===== src/rtl/seg7_display_ctrl.sv =====
`default_nettype none
// ============================================================================
// Module   : seg7_display_ctrl
// Purpose  : Seven-segment controller with static per-digit outputs and a
//            multiplexed scan bus; blanking, blinking, raw mode, polarity.
//            Optional leading-zero blanking when SEG7_LZB_EN is defined.
// Revision : 1.0  initial release
// ============================================================================
module seg7_display_ctrl #(
  parameter int NUM_DIGITS = 8,
  parameter int SCAN_DIV   = 1000,
  parameter int BLINK_DIV  = 25000000,
  parameter int ACTIVE_LOW = 1
) (
  input  logic                    i_clk,
  input  logic                    i_rst_n,
  input  logic                    i_wr_en,
  input  logic [4*NUM_DIGITS-1:0] i_wr_data,
  input  logic                    i_cfg_en,
  input  logic [NUM_DIGITS-1:0]   i_cfg_blank,
  input  logic [NUM_DIGITS-1:0]   i_cfg_blink,
  input  logic                    i_cfg_raw,
  output logic [7*NUM_DIGITS-1:0] o_io_hex,
  output logic [6:0]              o_seg,
  output logic [NUM_DIGITS-1:0]   o_dig_sel,
  output logic [2:0]              o_scan_idx
);

  localparam int                    c_SCAN_W    = (SCAN_DIV > 1) ? $clog2(SCAN_DIV) : 1;
  localparam int                    c_BLINK_W   = (BLINK_DIV > 1) ? $clog2(BLINK_DIV) : 1;
  localparam logic [c_SCAN_W-1:0]   c_SCAN_LAST = c_SCAN_W'(SCAN_DIV - 1);
  localparam logic [c_BLINK_W-1:0]  c_BLINK_LAST = c_BLINK_W'(BLINK_DIV - 1);
  localparam logic [2:0]            c_IDX_LAST  = 3'(NUM_DIGITS - 1);
  localparam logic [6:0]            c_BLANK     = (ACTIVE_LOW != 0) ? 7'h7F : 7'h00;
  localparam logic                  c_SEL_ON    = (ACTIVE_LOW != 0) ? 1'b0 : 1'b1;
  localparam logic [NUM_DIGITS-1:0] c_SEL_RESET = (ACTIVE_LOW != 0) ? ~NUM_DIGITS'(1)
                                                                    : NUM_DIGITS'(1);

  logic [4*NUM_DIGITS-1:0] r_value;
  logic [NUM_DIGITS-1:0]   r_blank;
  logic [NUM_DIGITS-1:0]   r_blink;
  logic                    r_raw;
  logic [c_SCAN_W-1:0]     r_scan_cnt;
  logic [2:0]              r_scan_idx;
  logic [c_BLINK_W-1:0]    r_blink_cnt;
  logic                    r_blink_phase;
  logic [7*NUM_DIGITS-1:0] r_io_hex;
  logic [6:0]              r_seg;
  logic [NUM_DIGITS-1:0]   r_dig_sel;

  logic                    w_scan_wrap;
  logic [c_SCAN_W-1:0]     w_scan_cnt_next;
  logic [2:0]              w_idx_next;
  logic [NUM_DIGITS-1:0]   w_lz;
  logic [7*NUM_DIGITS-1:0] w_hex_next;
  logic [6:0]              w_seg_next;
  logic [NUM_DIGITS-1:0]   w_sel_next;

  // Active-high gfedcba pattern for one hex nibble.
  function automatic logic [6:0] hex_decode(input logic [3:0] nib);
    logic [6:0] seg;
    case (nib)
      4'h0: seg = 7'h3F;  4'h1: seg = 7'h06;  4'h2: seg = 7'h5B;  4'h3: seg = 7'h4F;
      4'h4: seg = 7'h66;  4'h5: seg = 7'h6D;  4'h6: seg = 7'h7D;  4'h7: seg = 7'h07;
      4'h8: seg = 7'h7F;  4'h9: seg = 7'h6F;  4'hA: seg = 7'h77;  4'hB: seg = 7'h7C;
      4'hC: seg = 7'h39;  4'hD: seg = 7'h5E;  4'hE: seg = 7'h79;  default: seg = 7'h71;
    endcase
    return seg;
  endfunction

  always_ff @(posedge i_clk or negedge i_rst_n) begin
    if (!i_rst_n) begin
      r_value <= '0;
      r_blank <= '0;
      r_blink <= '0;
      r_raw   <= 1'b0;
    end else begin
      if (i_wr_en) begin
        r_value <= i_wr_data;
      end
      if (i_cfg_en) begin
        r_blank <= i_cfg_blank;
        r_blink <= i_cfg_blink;
        r_raw   <= i_cfg_raw;
      end
    end
  end

  always_ff @(posedge i_clk or negedge i_rst_n) begin
    if (!i_rst_n) begin
      r_blink_cnt   <= '0;
      r_blink_phase <= 1'b0;
    end else if (r_blink_cnt == c_BLINK_LAST) begin
      r_blink_cnt   <= '0;
      r_blink_phase <= ~r_blink_phase;
    end else begin
      r_blink_cnt   <= r_blink_cnt + c_BLINK_W'(1);
    end
  end

  always_comb begin
    w_scan_wrap     = (r_scan_cnt == c_SCAN_LAST);
    w_scan_cnt_next = w_scan_wrap ? '0 : r_scan_cnt + c_SCAN_W'(1);
    if (!w_scan_wrap) begin
      w_idx_next = r_scan_idx;
    end else if (r_scan_idx == c_IDX_LAST) begin
      w_idx_next = 3'd0;
    end else begin
      w_idx_next = r_scan_idx + 3'd1;
    end
  end

`ifdef SEG7_LZB_EN
  // Digits above the most significant non-zero nibble; digit 0 always shows.
  always_comb begin
    logic upper_zero;
    upper_zero = 1'b1;
    w_lz       = '0;
    for (int d = NUM_DIGITS - 1; d >= 1; d--) begin
      upper_zero = upper_zero & (r_value[4*d +: 4] == 4'h0);
      w_lz[d]    = upper_zero & ~r_raw;
    end
  end
`else
  assign w_lz = '0;
`endif

  for (genvar d = 0; d < NUM_DIGITS; d++) begin : g_digit
    logic [6:0] w_raw_seg;
    logic [6:0] w_lit;
    logic       w_off;

    // Raw mode consumes a byte per digit, so only the lower half can be fed.
    if (d < NUM_DIGITS / 2) begin : g_raw_src
      assign w_raw_seg = r_value[8*d +: 7];
    end else begin : g_raw_none
      assign w_raw_seg = 7'h00;
    end

    assign w_lit = r_raw ? w_raw_seg : hex_decode(r_value[4*d +: 4]);
    assign w_off = r_blank[d] | w_lz[d] | (r_blink[d] & r_blink_phase);
    assign w_hex_next[7*d +: 7] = w_off ? c_BLANK
                                        : ((ACTIVE_LOW != 0) ? ~w_lit : w_lit);
  end

  // Scan bus is taken from the same next-state pattern as the static pins,
  // so o_seg always equals the o_io_hex slice selected by o_scan_idx.
  always_comb begin
    w_seg_next = c_BLANK;
    w_sel_next = {NUM_DIGITS{~c_SEL_ON}};
    for (int d = 0; d < NUM_DIGITS; d++) begin
      if (w_idx_next == 3'(d)) begin
        w_seg_next    = w_hex_next[7*d +: 7];
        w_sel_next[d] = c_SEL_ON;
      end
    end
  end

  always_ff @(posedge i_clk or negedge i_rst_n) begin
    if (!i_rst_n) begin
      r_scan_cnt <= '0;
      r_scan_idx <= 3'd0;
      r_io_hex   <= {NUM_DIGITS{c_BLANK}};
      r_seg      <= c_BLANK;
      r_dig_sel  <= c_SEL_RESET;
    end else begin
      r_scan_cnt <= w_scan_cnt_next;
      r_scan_idx <= w_idx_next;
      r_io_hex   <= w_hex_next;
      r_seg      <= w_seg_next;
      r_dig_sel  <= w_sel_next;
    end
  end

  assign o_io_hex   = r_io_hex;
  assign o_seg      = r_seg;
  assign o_dig_sel  = r_dig_sel;
  assign o_scan_idx = r_scan_idx;

endmodule
`default_nettype wire


===== config.mk =====
export PLATFORM = sky130hd
export DESIGN_NAME = seg7_display_ctrl
export DESIGN_NICKNAME = d
export VERILOG_FILES = /design/src/rtl/seg7_display_ctrl.sv
export SDC_FILE = /design/constraint.sdc
export NUM_CORES = 1
export LEC_CHECK = 0
export ABC_AREA = 1
export ABC_CLOCK_PERIOD_IN_PS = 3500
export BUFFER_PORTS_ARGS = -buffer_cell sky130_fd_sc_hd__buf_2
export CAP_MARGIN = 20
export CORE_UTILIZATION = 40
export CTS_CLUSTER_SIZE = 14
export DETAILED_ROUTE_END_ITERATION = 12
export GPL_TIMING_DRIVEN = 0
export SYNTH_ARGS = -nofsm -noshare
export SYNTH_HDL_FRONTEND = slang
export SYNTH_SLANG_ARGS = --single-unit
export TNS_END_PERCENT = 10

===== constraint.sdc =====
create_clock -name i_clk -period 3.5 [get_ports i_clk]
set_input_delay 0.35 -clock i_clk [delete_from_list [all_inputs] [get_ports i_clk]]
set_output_delay 0.35 -clock i_clk [all_outputs]
set_load 0.05 [all_outputs]

==> summary.txt <==
Worst setup path
  • Worst EP required: 3.86 ns
  • Crit path cell chain: inv_1 > buf_2 > clkbuf_1 > nor2_1 > nor3_1 > nand2_1 > nand3_1 > nand2_1 > nand2_1 > nand2_1
  • CP Depth: 10
  • Worst r2r path cells: 10
  • Slowest-stage cell, CP: clkbuf_1
  • Worst Setup End Kind: flip-flop
  • Bufs and invs on worst path: 3
  • CP Launch Type: flip-flop
  • Critical path class: flip-flop to flip-flop
  • WP data arrival: 2.63 ns
  • Largest stage delay, worst path: 0.42 ns
  • CP top delay family: simple AND/OR/NAND/NOR gates
  • Worst-path maximum fanout: 10
  • Most frequent CP cell: nand2_1

Synth
  • Synthesized flop and latch total: 159
  • Yosys top cell area share: 25.88%
  • Ys Warns: 0
  • Syn Area/Cell: 8.397 sq um
  • Register area share after synthesis: 47.25%
  • Netlist Area Pre-Place: 8607 sq um
  • Syn_nets: 1125
  • Synth area leader: dfrtp_1
  • Netlist cell types: 48
  • Asr flop ratio synth: 100.0%
  • Top post-synthesis cells by area: dfrtp_1 (26%), dfstp_2 (21%), nand2_1 (8.8%)
  • Most frequent cell after synthesis: nand2_1
  • Synth Instances: 1025
  • Post-synth EDFFs: 0
  • Synth top cells by count: nand2_1 (202), nor2_1 (125), inv_1 (105)
  • Synth Flop Type: dfrtp_1

Clock network
  • CTS resizes: 0
  • Worst-skew pair later-pin latency: 0.43 ns
  • CTS H-tree lvls: 4
  • CTS Sinks: 159
  • Setup Buffers After CTS: 0
  • Clk buf depth: 2
  • Root Driver: clkbuf_16
  • CTS tree: done
  • Clock-pin slew on the worst setup and hold paths: 0.07 ns
  • Cts bufs inserted: 17

Timing
  • Final min period: 2.273 ns
  • Worst rel slew slack: 52.88%
  • Final cycle utilization of the critical path: 64.93%
  • RSZ-0062 raised after global routing: false
  • Worst Tran Pin Value: 0.6979 ns
  • Setup TNS: 0 ns
  • Fmax: 440.0 MHz
  • Final Skew: 0.009992 ns
  • Max Slew Vio Count: 0
  • Final setup fails: 0
  • Hold Fails Final Rpt: 0

GRT
  • First-pass GRT wire length: 35710 um
  • Largest net degree at the start of global routing: 91
  • Initial antenna violation count: 0
  • Grt ovf: 0
  • Total global-route track usage: 21.03%
  • Vias in the first global route: 6916

Floorplanning
  • Core Area: 21090 sq um
  • Chip Width: 148.7 um
  • Total Die Area: 22110 sq um
  • I/O pins: 127
  • Die H: 148.7 um
  • Initial Utilization: 40.82%
  • Row count: 53

Final layout
  • Nets: 1271
  • Multi-input logic area: 3976 sq um
  • Layout cells sized above 1: 24.24%
  • Layout Utilization: 48.44%
  • Antenna cells: 0
  • Fillers: 2070
  • Area grow syn2layout: 18.68%
  • FF/Latch Area: 4066 sq um

Pwr
  • P per Cell Area: 505.1 nW/um^2
  • Tot Pwr: 0.005160 W
  • Peak VDD IR: 0.0003126 V
  • Leakage power: 4.736 nW

Routing
  • Drt pass-1 iters: 6
  • DR vias: 7320
  • DR DRC count: 0
  • Detail Route Antenna Nets: 0
  • Routed length per instance: 15.16 um
  • Drt initial violations: 461
  • Routed WL: 22110 um
  • Via/cell ratio: 5.017

Min path
  • Worst Hold Class: input port to flip-flop
  • WHS Path Cells: 3

Placed design
  • IO buf count: 125
  • Post-DP HPWL: 16970 um
  • Routability cong.: 0.8903

Flow run
  • Max-Cap Viols: 0

Outcome
  • Outcome: completed
==> path summary, 6_finish.rpt <==
check | from | slack (ns) | endpoint
max | r_raw$_DFFE_PN0P_ | 1.23 | o_seg[6]$_DFF_PN1_
min | i_wr_data[7] | 0.12 | r_value[7]$_DFFE_PN0P_
max reg2reg | r_raw$_DFFE_PN0P_ | 1.23 | o_seg[6]$_DFF_PN1_
min reg2reg | r_blink_cnt[0]$_DFF_PN0_ | 0.46 | r_blink_cnt[0]$_DFF_PN0_
max in group asynchronous | i_rst_n | 2.14 | o_seg[4]$_DFF_PN1_
min in group asynchronous | i_rst_n | 0.48 | r_scan_cnt[5]$_DFF_PN0_
==> logic make-up after synthesis <==
group                    count (synthesis)  share of synthesized area (%)
AND/OR/NAND/NOR                        470                          24.80
multiplexers                            12                          1.570
flip-flops                             159                          47.25
XOR/XNOR                                15                          1.526
adder cells (fa/ha/maj)                 47                          6.832
buffers and inverters                  145                          6.556
AO/OA/AOI/OAI                          177                          11.47
==> power by group <==
part           internal, W  switching (W)
sequential         0.00206      0.0000876
clock              0.00112       0.000765
combinational     0.000277       0.000844
==> layer usage <==
metal	global-route usage (%)	vias to the layer above	routed length, um	share of wire (%)
met5	0	-	0	0
met4	7.113	0	515	2.3
li1	-	3662	-	-
met1	29.01	3386	10390	47
met2	32.59	233	10020	45
met3	4.571	39	1188	5.4
==> sequential cells by signal (all words and copies together) (netlist names) <==
signal         count
r_blank            8
r_blink_phase      1
r_blink_cnt       25
o_dig_sel          8
r_blink            8
r_raw              1
o_scan_idx         3
o_io_hex          56
r_scan_cnt        10
o_seg              7
r_value           32
==> layout make-up <==
type | count | area share [%]
Buffer | 27 | 1.139
Clock buffer | 19 | 4.238
Clock inverter | 13 | 1.580
Inverter | 118 | 4.385
Multi-Input combinational cell | 721 | 38.93
Sequential cell | 159 | 39.81
Tap cell | 275 | 3.368
Timing Repair Buffer | 127 | 6.553
==> what timing repair did <==
| item | 4_1_cts | 5_1_grt |
|---|---|---|
| setup endpoints to repair | 0 | 0 |
| hold buffers | 1 | 0 |
| hold endpoints to repair | 34 | 0 |
==> cells in the final DEF (no fill, tap or decap), types with 3 or more instances in the layout <==
master,count
nand2_1,202
buf_2,130
nor2_1,125
inv_1,105
dfrtp_1,89
o21ai_0,83
dfstp_2,70
nand3_1,57
a21oi_1,56
ha_1,47
nor3_1,27
clkbuf_1,20
clkbuf_16,17
nand4_1,16
o211ai_1,16
xor2_1,13
mux2_2,12
nor4_1,7
clkinv_1,7
a31oi_1,6
inv_2,6
nand2_2,6
nor2_4,5
nor2_2,5
or2_2,4
o311ai_0,4
nand3_2,4
nand2_4,3
inv_6,3
bufinv_16,3
clkinvlp_4,3
==> worst reg2reg max path: stages (launching register included) <==
cell      delay (ns)
dfrtp_1         0.37
inv_1           0.14
buf_2           0.30
clkbuf_1        0.42
nor2_1          0.07
nor3_1          0.41
nand2_1         0.15
nand3_1         0.15
nand2_1         0.06
nand2_1         0.06
nand2_1         0.05
==> metrics by stage <==
| step | setup slack (ns) | area, sq um | hold WS [ns] | cells |
|---|---|---|---|---|
| final | 1.227 | 10210 | 0.1198 | 1459 |
| after floorplan | 1.339 | 8607 | 0.05441 | 1025 |
| after global routing | 1.059 | 10210 | 0.1175 | 1459 |
| after detailed placement | 1.234 | 9610 | 0.3948 | 1426 |
| after global placement | -0.2908 | 9577 | 0.4510 | 1425 |
| after CTS | 1.211 | 10210 | 0.1035 | 1459 |
Note: power is estimated with default switching activity, not from simulation.
